$ cat src/rtl/bcd_serial_adder_if.sv
// Start/busy/done handshake and operand/result bus for bcd_serial_adder.
interface bcd_serial_adder_if #(
  parameter int DIGITS = 4
);
  logic                  start;
  logic [4*DIGITS-1:0]   a;
  logic [4*DIGITS-1:0]   b;
  logic                  cin;
  logic                  op_sub;
  logic [4*DIGITS-1:0]   sum;
  logic                  cout;
  logic                  busy;
  logic                  done;
  logic                  err;

  modport master (
    output start, a, b, cin, op_sub,
    input  sum, cout, busy, done, err
  );

  modport slave (
    input  start, a, b, cin, op_sub,
    output sum, cout, busy, done, err
  );
endinterface

$ cat src/rtl/bcd_serial_adder.sv
// Digit-serial packed-BCD adder, one digit per clock LSD first, start/busy/done handshake.
// Define BCD_SUB_EN to add ten's-complement subtract selected by op_sub.
module bcd_serial_adder #(
  parameter int DIGITS = 4
) (
  input  logic               clk,
  input  logic               rst,
  bcd_serial_adder_if.slave  bus
);
  localparam int W  = 4 * DIGITS;
  localparam int IW = (DIGITS > 1) ? $clog2(DIGITS) : 1;

  typedef enum logic [1:0] {S_IDLE, S_RUN, S_DONE} state_t;

  state_t          state_q, state_d;
  logic [IW-1:0]   idx_q, idx_d;
  logic [W-1:0]    a_q, a_d;
  logic [W-1:0]    b_q, b_d;
  logic [W-1:0]    sum_q, sum_d;
  logic            carry_q, carry_d;
  logic            cout_q, cout_d;
  logic            err_q, err_d;
  logic            sub_q, sub_d;

  logic            last_dig;
  logic [3:0]      a_dig, b_dig, b_eff, dig_out;
  logic [4:0]      t;
  logic            dig_gt9;
  logic            err_any;
  logic            busy, done;

`ifndef BCD_SUB_EN
  logic unused_op_sub;
  assign unused_op_sub = bus.op_sub;
`endif

  always_ff @(posedge clk or posedge rst) begin
    if (rst) begin
      state_q <= S_IDLE;
      idx_q   <= '0;
      a_q     <= '0;
      b_q     <= '0;
      sum_q   <= '0;
      carry_q <= 1'b0;
      cout_q  <= 1'b0;
      err_q   <= 1'b0;
      sub_q   <= 1'b0;
    end else begin
      state_q <= state_d;
      idx_q   <= idx_d;
      a_q     <= a_d;
      b_q     <= b_d;
      sum_q   <= sum_d;
      carry_q <= carry_d;
      cout_q  <= cout_d;
      err_q   <= err_d;
      sub_q   <= sub_d;
    end
  end

  assign last_dig = (idx_q == IW'(DIGITS - 1));

  always_comb begin
    state_d = state_q;
    case (state_q)
      S_IDLE:  if (bus.start) state_d = S_RUN;
      S_RUN:   if (last_dig) state_d = S_DONE;
      S_DONE:  state_d = S_IDLE;
      default: state_d = S_IDLE;
    endcase
  end

  always_comb begin
    busy = (state_q == S_RUN);
    done = (state_q == S_DONE);
  end

  // One digit slice of the ripple; invalid digits go through the same >9 rule.
  always_comb begin
    a_dig   = a_q[{idx_q, 2'b00} +: 4];
    b_dig   = b_q[{idx_q, 2'b00} +: 4];
    b_eff   = sub_q ? (4'd9 - b_dig) : b_dig;
    t       = {1'b0, a_dig} + {1'b0, b_eff} + {4'b0000, carry_q};
    dig_gt9 = (t > 5'd9);
    dig_out = dig_gt9 ? (t[3:0] + 4'd6) : t[3:0];
  end

  always_comb begin
    err_any = 1'b0;
    for (int i = 0; i < DIGITS; i++) begin
      if ((bus.a[4*i +: 4] > 4'd9) || (bus.b[4*i +: 4] > 4'd9)) err_any = 1'b1;
    end
  end

  always_comb begin
    idx_d   = idx_q;
    a_d     = a_q;
    b_d     = b_q;
    sum_d   = sum_q;
    carry_d = carry_q;
    cout_d  = cout_q;
    err_d   = err_q;
    sub_d   = sub_q;
    case (state_q)
      S_IDLE: begin
        if (bus.start) begin
          a_d   = bus.a;
          b_d   = bus.b;
          idx_d = '0;
          sum_d = '0;
          err_d = err_any;
`ifdef BCD_SUB_EN
          sub_d   = bus.op_sub;
          carry_d = bus.op_sub ? 1'b1 : bus.cin;
`else
          sub_d   = 1'b0;
          carry_d = bus.cin;
`endif
        end
      end
      S_RUN: begin
        sum_d[{idx_q, 2'b00} +: 4] = dig_out;
        carry_d = dig_gt9;
        idx_d   = idx_q + 1'b1;
        if (last_dig) cout_d = dig_gt9;
      end
      default: ;
    endcase
  end

  assign bus.sum  = sum_q;
  assign bus.cout = cout_q;
  assign bus.err  = err_q;
  assign bus.busy = busy;
  assign bus.done = done;
endmodule

$ cat src/flat_wrapper.sv
// flat-port wrapper written by rule: the top's interface ports become plain ports
module bcd_serial_adder_flat 
#(
  parameter int DIGITS = 4
)
  (clk, rst, bus_start, bus_a, bus_b, bus_cin, bus_op_sub, bus_sum, bus_cout, bus_busy, bus_done, bus_err);
  bcd_serial_adder_if #(.DIGITS(DIGITS)) bus_i ();
  input  logic clk;
  input  logic rst;
  input wire logic [$bits(bus_i.start)-1:0] bus_start;
  input wire logic [$bits(bus_i.a)-1:0] bus_a;
  input wire logic [$bits(bus_i.b)-1:0] bus_b;
  input wire logic [$bits(bus_i.cin)-1:0] bus_cin;
  input wire logic [$bits(bus_i.op_sub)-1:0] bus_op_sub;
  output wire logic [$bits(bus_i.sum)-1:0] bus_sum;
  output wire logic [$bits(bus_i.cout)-1:0] bus_cout;
  output wire logic [$bits(bus_i.busy)-1:0] bus_busy;
  output wire logic [$bits(bus_i.done)-1:0] bus_done;
  output wire logic [$bits(bus_i.err)-1:0] bus_err;
  assign bus_i.start = bus_start;
  assign bus_i.a = bus_a;
  assign bus_i.b = bus_b;
  assign bus_i.cin = bus_cin;
  assign bus_i.op_sub = bus_op_sub;
  assign bus_sum = bus_i.sum;
  assign bus_cout = bus_i.cout;
  assign bus_busy = bus_i.busy;
  assign bus_done = bus_i.done;
  assign bus_err = bus_i.err;
  bcd_serial_adder #(.DIGITS(DIGITS)) u_core (.clk(clk), .rst(rst), .bus(bus_i));
endmodule
$ cat config.mk
export PLATFORM = sky130hd
export DESIGN_NAME = bcd_serial_adder_flat
export DESIGN_NICKNAME = d
export VERILOG_FILES = /design/src/rtl/bcd_serial_adder_if.sv /design/src/rtl/bcd_serial_adder.sv /design/src/flat_wrapper.sv
export SDC_FILE = /design/constraint.sdc
export NUM_CORES = 1
export LEC_CHECK = 0
export CELL_PAD_IN_SITES_DETAIL_PLACEMENT = 1
export CELL_PAD_IN_SITES_GLOBAL_PLACEMENT = 1
export CORE_MARGIN = 2
export CORE_UTILIZATION = 51
export CTS_CLUSTER_SIZE = 28
export DETAILED_ROUTE_END_ITERATION = 10
export DONT_BUFFER_PORTS = 1
export PLACE_DENSITY = 0.89
export REMOVE_ABC_BUFFERS = 1
export SLEW_MARGIN = 10
export SYNTH_ARGS = -nofsm -noshare
export SYNTH_HDL_FRONTEND = slang
export SYNTH_SLANG_ARGS = --single-unit
$ cat constraint.sdc
create_clock -name clk -period 7.6 [get_ports clk]
set_input_delay 0.76 -clock clk [delete_from_list [all_inputs] [get_ports clk]]
set_output_delay 0.76 -clock clk [all_outputs]
set_load 0.02 [all_outputs]
# ---- Yosys cells after proc, flatten, opt, wreduce, memory -nomap -nowiden
# Index checks and enable logic that the tools add are counted.
dict set report totals {
  regBits 55
  wordCells 56
}
dict set report classes {
  add_sub_neg 5
  n_lt_le_gt_ge 9
  eq_ne 5
  n_shift 4
  muxes 15
  reduce_logical 10
}
# op n
set op_table {}
lappend op_table {{greater-than comparator 4 bit, second input constant} 8}
lappend op_table {{one-hot mux 16 bit (2 select lines)} 1}
lappend op_table {{variable part select 16 x 5 -> 4 bit} 2}
lappend op_table {{bitwise mux 16 bit} 1}
lappend op_table {{2-to-1 mux 16 bit} 1}
lappend op_table {{variable shift 4 x 6 -> 16 bit, first input constant} 1}
lappend op_table {{variable part select 4 x 6 -> 16 bit} 1}
lappend op_table {{one-hot mux 2 bit (2 select lines)} 2}
lappend op_table {{AND reduction 2 bit} 4}
lappend op_table {{2-to-1 mux 2 bit} 3}
lappend op_table {{negation 4 -> 6 bit} 1}
lappend op_table {{adder 4 x 4 -> 5 bit} 1}
lappend op_table {{adder 5 x 1 -> 5 bit} 1}
lappend op_table {{greater-than comparator 5 x 4 -> 1 bit, second input constant} 1}
lappend op_table {{2-to-1 mux 1 bit} 5}
lappend op_table {{adder 4 x 3 -> 4 bit, second input constant} 1}
lappend op_table {{== test 2 bit, second input constant} 2}
lappend op_table {{logical OR 1 bit} 4}
lappend op_table {{2-to-1 mux 4 bit} 1}
lappend op_table {{adder 2 x 1 -> 2 bit, second input constant} 1}
lappend op_table {{== test 2 x 1 -> 1 bit, second input constant} 1}
lappend op_table {{zero test 2 bit} 1}
lappend op_table {{!= test 2 x 1 -> 1 bit, second input constant} 1}
lappend op_table {{!= test 2 bit, second input constant} 1}
lappend op_table {{2 further kinds} 2}

# ---- Logic depth before layout (Yosys ltp)
# Gate-level depths: netlist of the first run.
dict set report logic_depth {
  depth_word 8
  ltp_mapped 12
}

# ---- Worst setup path after synthesis of the first run
# No wires, ideal clock.
dict set report synth_path {
  path_type {flip-flop to flip-flop}
  startpoint {reg u_core.idx_q[0]}
  endpoint {reg u_core.sum_q[10] (netlist: u_core.bus.sum[10])}
  arrival_time_ns 3.572
  required_ns 7.522
  path_slack_ns 3.950
  stages_incl_launch_ff 13
  path_buffers 1
  synth_period_minus_slack_ns 3.650
  cell_sequence {dfrtp_1 buf_2 mux4_2 fa_1 fa_1 xor2_1 inv_1 ha_1 nor2b_1 a211oi_1 nor2_1 o311a_2 o21ai_1}
}
dict set report synth_between {
  elab_chain_len 8
  elab_cells_between_ends 12
  cone_classes {add/sub: 4; order compare: 1; shift: 4; mux: 3}
}
# element line
set synth_rtl {}
lappend synth_rtl {{from (decl)} bcd_serial_adder.sv:16} ;# logic [IW-1:0] idx_q, idx_d;
lappend synth_rtl {{from (signal assigned)} bcd_serial_adder.sv:50} ;# idx_q <= idx_d;
lappend synth_rtl {{variable part select 16 x 5 -> 4 bit (on tied branches)} {bcd_serial_adder.sv:80, bcd_serial_adder.sv:81}}
lappend synth_rtl {{adder 4 x 4 -> 5 bit} bcd_serial_adder.sv:83} ;# t = {1'b0, a_dig} + {1'b0, b_eff} + {4'b0000, carry_q};
lappend synth_rtl {{adder 5 x 1 -> 5 bit} bcd_serial_adder.sv:83}
lappend synth_rtl {{adder 4 x 3 -> 4 bit / greater-than comparator 5 x 4 -> 1 bit (equally long branches)} {bcd_serial_adder.sv:85, bcd_serial_adder.sv:84}}
lappend synth_rtl {{2-to-1 mux 4 bit} bcd_serial_adder.sv:85} ;# dig_out = dig_gt9 ? (t[3:0] + 4'd6) : t[3:0];
lappend synth_rtl {{variable part select 4 x 6 -> 16 bit} bcd_serial_adder.sv:122} ;# sum_d[{idx_q, 2'b00} +: 4] = dig_out;
lappend synth_rtl {{bitwise mux 16 bit (*)} bcd_serial_adder.sv:122}
lappend synth_rtl {{one-hot mux 16 bit (2 select lines) (*)} bcd_serial_adder.sv:104} ;# case (state_q)
lappend synth_rtl {{to (signal assigned)} bcd_serial_adder.sv:53} ;# sum_q <= sum_d;
lappend synth_rtl {{to (decl)} bcd_serial_adder.sv:19} ;# logic [W-1:0] sum_q, sum_d;
# Mark *: on every way between the ends. The rest lies on a longest branch, timed or not.
# A chain may end at the register's enable or synchronous reset.

# ---- Worst setup path after layout of the first run
dict set report layout_path {
  startpoint {reg u_core.idx_q[0]}
  endpoint {reg u_core.sum_q[9] (netlist: u_core.bus.sum[9])}
}
# The elaborated chain is that of the path after synthesis.

==> results of run 1 <==
## final timing paths
kind,endpoint,slack (ns),startpoint,cells after the start
setup / recovery,u_core.bus.sum[9],3.42,u_core.idx_q[0],11
hold / removal,u_core.b_q[15],0.48,u_core.b_q[15],2
setup reg to reg,u_core.bus.sum[9],3.42,u_core.idx_q[0],11
hold reg to reg,u_core.b_q[15],0.48,u_core.b_q[15],2
max in group asynchronous,u_core.b_q[9],6.62,rst,2
min in group asynchronous,u_core.bus.sum[9],0.52,rst,2
## layout make-up
type	instances	area (sq um)	area share, %
flip-flops and latches	55	1380	47.9
clock buffers	6	72.6	2.53
inverters	7	26.3	0.915
well taps	70	87.6	3.05
clock inverters	1	30.0	1.05
repair buffers	3	22.5	0.784
multi-input cells	215	1260	43.8
## cells by family (layout without fill, tap and decap cells)
kind of cell | count (synthesis) | count (layout) | synth area share [%]
AO/OA/AOI/OAI | 44 | 44 | 10.3
buffers and inverters | 17 | 17 | 2.46
AND/OR/NAND/NOR | 150 | 150 | 23.2
flip-flops | 55 | 55 | 51.0
adder cells (fa/ha/maj) | 10 | 10 | 5.20
XOR/XNOR | 1 | 1 | 0.325
multiplexers | 10 | 10 | 7.47
## cell usage after synthesis (2+ instances only)
| cell type | count |
|---|---|
| nor2b_1 | 2 |
| ha_1 | 8 |
| nand2b_1 | 3 |
| buf_2 | 2 |
| fa_1 | 2 |
| o21ai_1 | 18 |
| nor2_1 | 4 |
| nor3_1 | 3 |
| a211oi_1 | 2 |
| mux4_2 | 8 |
| a21o_1 | 4 |
| o21ai_0 | 10 |
| nand3_1 | 5 |
| nand4_1 | 3 |
| nand2_1 | 121 |
| dfrtp_1 | 55 |
| inv_1 | 7 |
| clkbuf_1 | 8 |
## worst max-delay path: stages, from the launching register on
cell and delay, ns:
dfrtp_1 0.82, mux4_2 0.61, fa_1 0.45, fa_1 0.43
xor2_1 0.27, inv_1 0.10, ha_1 0.27, nor2b_1 0.17
nand2_1 0.10, mux2i_1 0.09, nor3_1 0.58, o21ai_1 0.15
## registers in the layout, indices dropped and copies added, names as in the netlist
register	count
u_core.bus.cout	1
u_core.b_q	16
u_core.state_q	2
u_core.carry_q	1
u_core.bus.sum	16
u_core.idx_q	2
u_core.bus.err	1
u_core.a_q	16
## metrics by stage
step | hold slack [ns] | area (sq um) | utilization (%) | setup slack [ns]
after CTS | 0.485 | 2870 | 56.2 | 3.37
after detailed placement | 0.462 | 2770 | 54.2 | 3.39
final | 0.479 | 2870 | 56.2 | 3.42
after floorplan | 0.440 | 2660 | - | 3.94
after global routing | 0.502 | 2870 | 56.2 | 3.10
after global placement | 0.453 | 2770 | 54.2 | 3.52
## layout by cell type (no fill, tap or decap), types with 2 or more instances in the layout
| cell | instances |
|---|---|
| o21ai_0 | 10 |
| inv_1 | 6 |
| clkbuf_8 | 5 |
| nor2_1 | 3 |
| dfrtp_1 | 55 |
| nor3_1 | 3 |
| fa_1 | 2 |
| nor2b_1 | 2 |
| mux4_2 | 8 |
| ha_1 | 8 |
| a211oi_1 | 2 |
| nand3_1 | 5 |
| nand2_1 | 121 |
| a21o_1 | 4 |
| nand2b_1 | 3 |
| nand4_1 | 3 |
| o21ai_1 | 18 |
| buf_4 | 3 |
## layer usage
layer	track usage, %	wire length (microns)
met5	0	0
met1	29.9	2740
met3	6.00	329
met4	9.64	133
met2	40.0	3230
==> results.tsv, run 1 <==
stage	metric	value	unit
outcome	outcome	complete, no violations	
clock_tree	clock_tree.htree_level_count	2	
timing	final_max_slew_viol_count	0	
worst_setup_path	worstPathArrival	4.36	ns
synthesis	synth-edff-count	0	
floorplan	row_count	26	
synthesis	postSynthCellCount	287	
clock_tree	worst_setup_hold_path_clk_slew	0.10	ns
route	drcViolationCount	0	
global_route	grt_max_degree	56	
synthesis	syn-cell-area	0.00270	sq mm
route	wl_per_cell	18.0	microns
timing	fmax	239	MHz
route	routed_via_density	5.63	
final_layout	number_of_diodes	0	
synthesis	synth_warnings	0	
place	dp.cells	350	
place	buffer_ports.inserted	0	
global_route	vias_in_the_first_global_route	2256	
route	drtPass1Iterations	4	
clock_tree	clock-root-buffer	clkbuf_8	
synthesis	yosysUniqueCellTypes	40	
floorplan	die-height	76.7	microns
worst_setup_path	worst-setup-path-type	reg2reg	
clock_tree	cts_post_setup_buffers_inserted	0	
worst_setup_path	maximum_fanout_along_the_worst_path	15	
final_layout	fill_cells	595	
clock_tree	post_cts_resize_count	0	
final_layout	synthesis_to_layout_area_growth	6.49	%
floorplan	design.core.area	0.00511	sq mm
timing	post-route-period-util	55.1	%
floorplan	start_util	52.8	%
job	timing.max_cap.violations	0	
route	count_of_antenna_violating_nets_left_after_detailed_routing	0	
worst_setup_path	worst_ep_required_time	7.77	ns
timing	finalSetupViolations	0	
synthesis	synth_async_sr_flop_share	100	%
route	drt_first_iter_violations	113	
clock_tree	cts-buffers-inserted	5	
global_route	globalRouteOverflowTotal	0	
synthesis	synthesis.area_per_instance	9.40	sq um
global_route	grt_use_total	24.0	%
synthesis	netlist_top_cells_area	dfrtp_1 (51%), nand2_1 (17%), mux4_2 (6.7%)	
timing	fin_skew	0.00896	ns
timing	layout_min_cycle_time	4.18	ns
worst_setup_path	type_of_element_capturing_the_critical_path	flip-flop	
final_layout	layout-drive-gt1-share	8.36	%
synthesis	netlist.area_leader.share	51.0	%
timing	slew-limit-headroom	51.5	%
global_route	initial_antenna_violation_count	0	
final_layout	instances_no_fill	357	
timing	timing.final.hold_violations	0	
synthesis	yosysSeqAreaShare	51.0	%
floorplan	design.portCount	57	
floorplan	die_w	76.7	microns
clock_tree	numClockSinks	55	
worst_setup_path	worstSetupStartpointType	flip-flop	
route	wl	6.43	mm
clock_tree	tritoncts_clock_tree	done	
clock_tree	clock_insertion_delay_worst_skew	0.31	ns
synthesis	netlist.top_cell.by_area	dfrtp_1	
timing	setup_total_negative_slack	0	ns
floorplan	dieArea	0.00589	sq mm
place	gp_congestion	0.827	
place	detailedPlacementHpwl	4.64	mm
route	vias	2011	
global_route	grt_first_pass_wirelength	10.9	mm
final_layout	finish.net_count	334	
synthesis	yosys_register_bits	55	
min_path	min-delay-path-class	reg2reg	
clock_tree	cts.hold.buffers_added	0	
clock_tree	cts_buffer_depth	2	
synthesis	synth_top_flop_cell	dfrtp_1	
timing	rsz0062_at_grt	no	
timing	timing_worst_slew_pin_value	0.722	ns
Power of run 1 is not shown: default switching activity piles up to over one toggle a cycle in this logic, so the estimate is an artifact.
==> run 2, diff against run 1 <==
--- a/config.mk
+++ b/config.mk
@@ -8,11 +8,11 @@
 export CELL_PAD_IN_SITES_DETAIL_PLACEMENT = 1
 export CELL_PAD_IN_SITES_GLOBAL_PLACEMENT = 1
 export CORE_MARGIN = 2
-export CORE_UTILIZATION = 51
+export CORE_UTILIZATION = 43
 export CTS_CLUSTER_SIZE = 28
 export DETAILED_ROUTE_END_ITERATION = 10
 export DONT_BUFFER_PORTS = 1
-export PLACE_DENSITY = 0.89
+export PLACE_DENSITY = 0.81
 export REMOVE_ABC_BUFFERS = 1
 export SLEW_MARGIN = 10
 export SYNTH_ARGS = -nofsm -noshare
==> constraint.sdc (replaced) <==
create_clock -name clk -period 3.6 [get_ports clk]
set_input_delay 0.36 -clock clk [delete_from_list [all_inputs] [get_ports clk]]
set_output_delay 0.36 -clock clk [all_outputs]
set_load 0.02 [all_outputs]
==> results.tsv, run 2 (synthesis gave the netlist of run 1 again) <==
stage	metric	value	unit	change
worst_setup_path	worst_ep_required_time	3.83	ns	-3.94 ns
clock_tree	worst_setup_hold_path_clk_slew	0.11	ns	about the same
final_layout	number_of_diodes	0		unchanged
timing	fin_skew	0.0122	ns	+0.00326 ns
timing	timing_worst_slew_pin_value	0.626	ns	-0.0958 ns
timing	post-route-period-util	96.5	%	+41 points
final_layout	most-common-layout-cells	nand2_1 (121), dfrtp_1 (54), o21ai_1 (18), o21ai_0 (10), buf_4 (10)		
clock_tree	cts-buffers-inserted	5		unchanged
floorplan	row_count	28		+7.7%
global_route	grt_use_total	20.2	%	-3.8 points
global_route	grt_max_degree	37		-34%
min_path	hold_end	u_core.b_q[15]		
timing	timing.final.hold_violations	0		unchanged
timing	rsz0062_at_grt	no		
timing	fmax	288	MHz	+20%
place	gp_congestion	0.801		-3.1%
floorplan	design.core.area	0.00599	sq mm	+17%
final_layout	fill_cells	690		+16%
timing	final_max_slew_viol_count	0		unchanged
timing	slew-limit-headroom	57.9	%	+6.4 points
final_layout	layout-drive-gt1-share	12.8	%	+4.5 points
worst_setup_path	r2r_end	u_core.bus.sum[14]		
worst_setup_path	worstReg2RegStart	u_core.idx_q[0]		
route	wl	6.64	mm	+3.2%
clock_tree	clock-root-buffer	clkbuf_8		
job	timing.max_cap.violations	0		unchanged
route	wl_per_cell	17.9	microns	-0.68%
worst_setup_path	maximum_fanout_along_the_worst_path	4		-11
timing	finalSetupViolations	0		unchanged
clock_tree	tritoncts_clock_tree	done		
final_layout	most_common_cell_after_layout_fill_and_taps_aside	nand2_1		
final_layout	layout.core_utilization	49.4	%	-6.9 points
min_path	hold-path-cell-count	2		unchanged
timing	layout_min_cycle_time	3.48	ns	-0.710 ns
route	routed_via_density	5.49		-2.6%
global_route	grt_first_pass_wirelength	11.2	mm	+2.5%
worst_setup_path	worst-setup-path-type	reg2reg		
final_layout	final_cell_area	0.00296	sq mm	+2.9%
floorplan	die-height	83.2	microns	+8.4%
place	dp.cells	361		+3.1%
final_layout	ff_latch_area	0.00138	sq mm	about the same
route	vias	2036		+1.2%
floorplan	dieArea	0.00692	sq mm	+18%
route	drt_first_iter_violations	87		-23%
clock_tree	clock_insertion_delay_worst_skew	0.32	ns	about the same
place	dpl_cell_area	0.00282	sq mm	+1.9%
clock_tree	cts_buffer_depth	2		unchanged
floorplan	start_util	45.0	%	-7.8 points
timing	setup_total_negative_slack	0	ns	unchanged
outcome	outcome	complete, no violations		
final_layout	synthesis_to_layout_area_growth	9.60	%	
floorplan	die_w	83.2	microns	+8.4%
clock_tree	numClockSinks	55		unchanged
worst_setup_path	worstPathArrival	3.71	ns	-0.65 ns
global_route	vias_in_the_first_global_route	2295		+1.7%
final_layout	instances_no_fill	371		+3.9%
final_layout	multi_input_area	0.00127	sq mm	+1.4%
worst_setup_path	reg2reg_setup_slack	0.12	ns	-3.29 ns
min_path	min-delay-path-class	in2reg		
route	drtPass1Iterations	6		+2
place	detailedPlacementHpwl	4.87	mm	+4.8%
global_route	globalRouteOverflowTotal	0		unchanged
min_path	hold_path_startpoint	bus_b[15]		
floorplan	design.portCount	57		unchanged
route	count_of_antenna_violating_nets_left_after_detailed_routing	0		unchanged
place	buffer_ports.inserted	0		unchanged
clock_tree	clock_tree.htree_level_count	2		unchanged
route	drcViolationCount	0		unchanged
worst_setup_path	type_of_element_capturing_the_critical_path	flip-flop		
worst_setup_path	reg2regPathDepth	11		unchanged
final_layout	finish.net_count	342		+2.4%
global_route	initial_antenna_violation_count	0		unchanged
worst_setup_path	worstSetupStartpointType	flip-flop		
[run 2: changes by cell type in the layout (fill, tap and decap cells not counted), sizes merged]
cell / before / now
buf: 3 / 10
bufinv: 1 / 0
clkinv: 0 / 1
clkinvlp: 0 / 1
dlygate4sd3: 0 / 1
[run 2: critical path, stage by stage, from the launching register on]
cell and delay, ns:
dfrtp_2 0.43, mux4_2 0.53, fa_1 0.45, fa_2 0.39, xor2_2 0.17, inv_1 0.09, ha_1 0.18, nor2b_2 0.19
a211oi_2 0.06, or4b_1 0.53, o311a_2 0.18, o21ai_1 0.17
[run 2: how the worst max path moves through the flow]
stage | endpoint | slack, ns | start
after floorplan | u_core.bus.sum[10] | -0.06 | u_core.idx_q[0]
after global placement | u_core.bus.sum[2] | 0.11 | u_core.idx_q[0]
after detailed placement | u_core.bus.sum[14] | -0.10 | u_core.idx_q[0]
after CTS | u_core.bus.sum[14] | 0.007 | u_core.idx_q[0]
after global routing | u_core.bus.sum[14] | 0.001 | u_core.idx_q[0]
final | u_core.bus.sum[14] | 0.12 | u_core.idx_q[0]
[run 2: through the flow]
step	setup slack, ns	hold slack, ns
after global routing	0.00107	0.134
after CTS	0.00691	0.142
after detailed placement	-0.101	0.281
after global placement	0.106	0.279
final	0.125	0.149
after floorplan	-0.0640	0.440
[run 2: final cells by class]
class | instances | share of cell area (%)
multi-input cells | 215 | 43.1
well taps | 75 | 3.17
clock inverters | 2 | 0.550
clock buffers | 6 | 2.79
flip-flops and latches | 55 | 46.6
repair buffers | 11 | 2.88
inverters | 7 | 0.889
[run 2: what timing repair did]
item / CTS / global route
setup endpoints to repair: 4 / 7
hold endpoints to repair: 21 / 0
pin swaps: 0 / 1
setup buffers: 1 / 0
hold buffers: 1 / 0
gates resized for setup: 2 / 3
[run 2: routing by layer]
metal / up-vias / GRT usage (%) / part of all wire [%]
met1: 1009 / 23.8 / 42
met3: 6 / 4.97 / 4.8
met5: - / 0 / 0
met2: 48 / 36.1 / 52
li1: 973 / - / -
met4: 0 / 6.11 / 1.2
Power of run 2 is left out for the same reason.
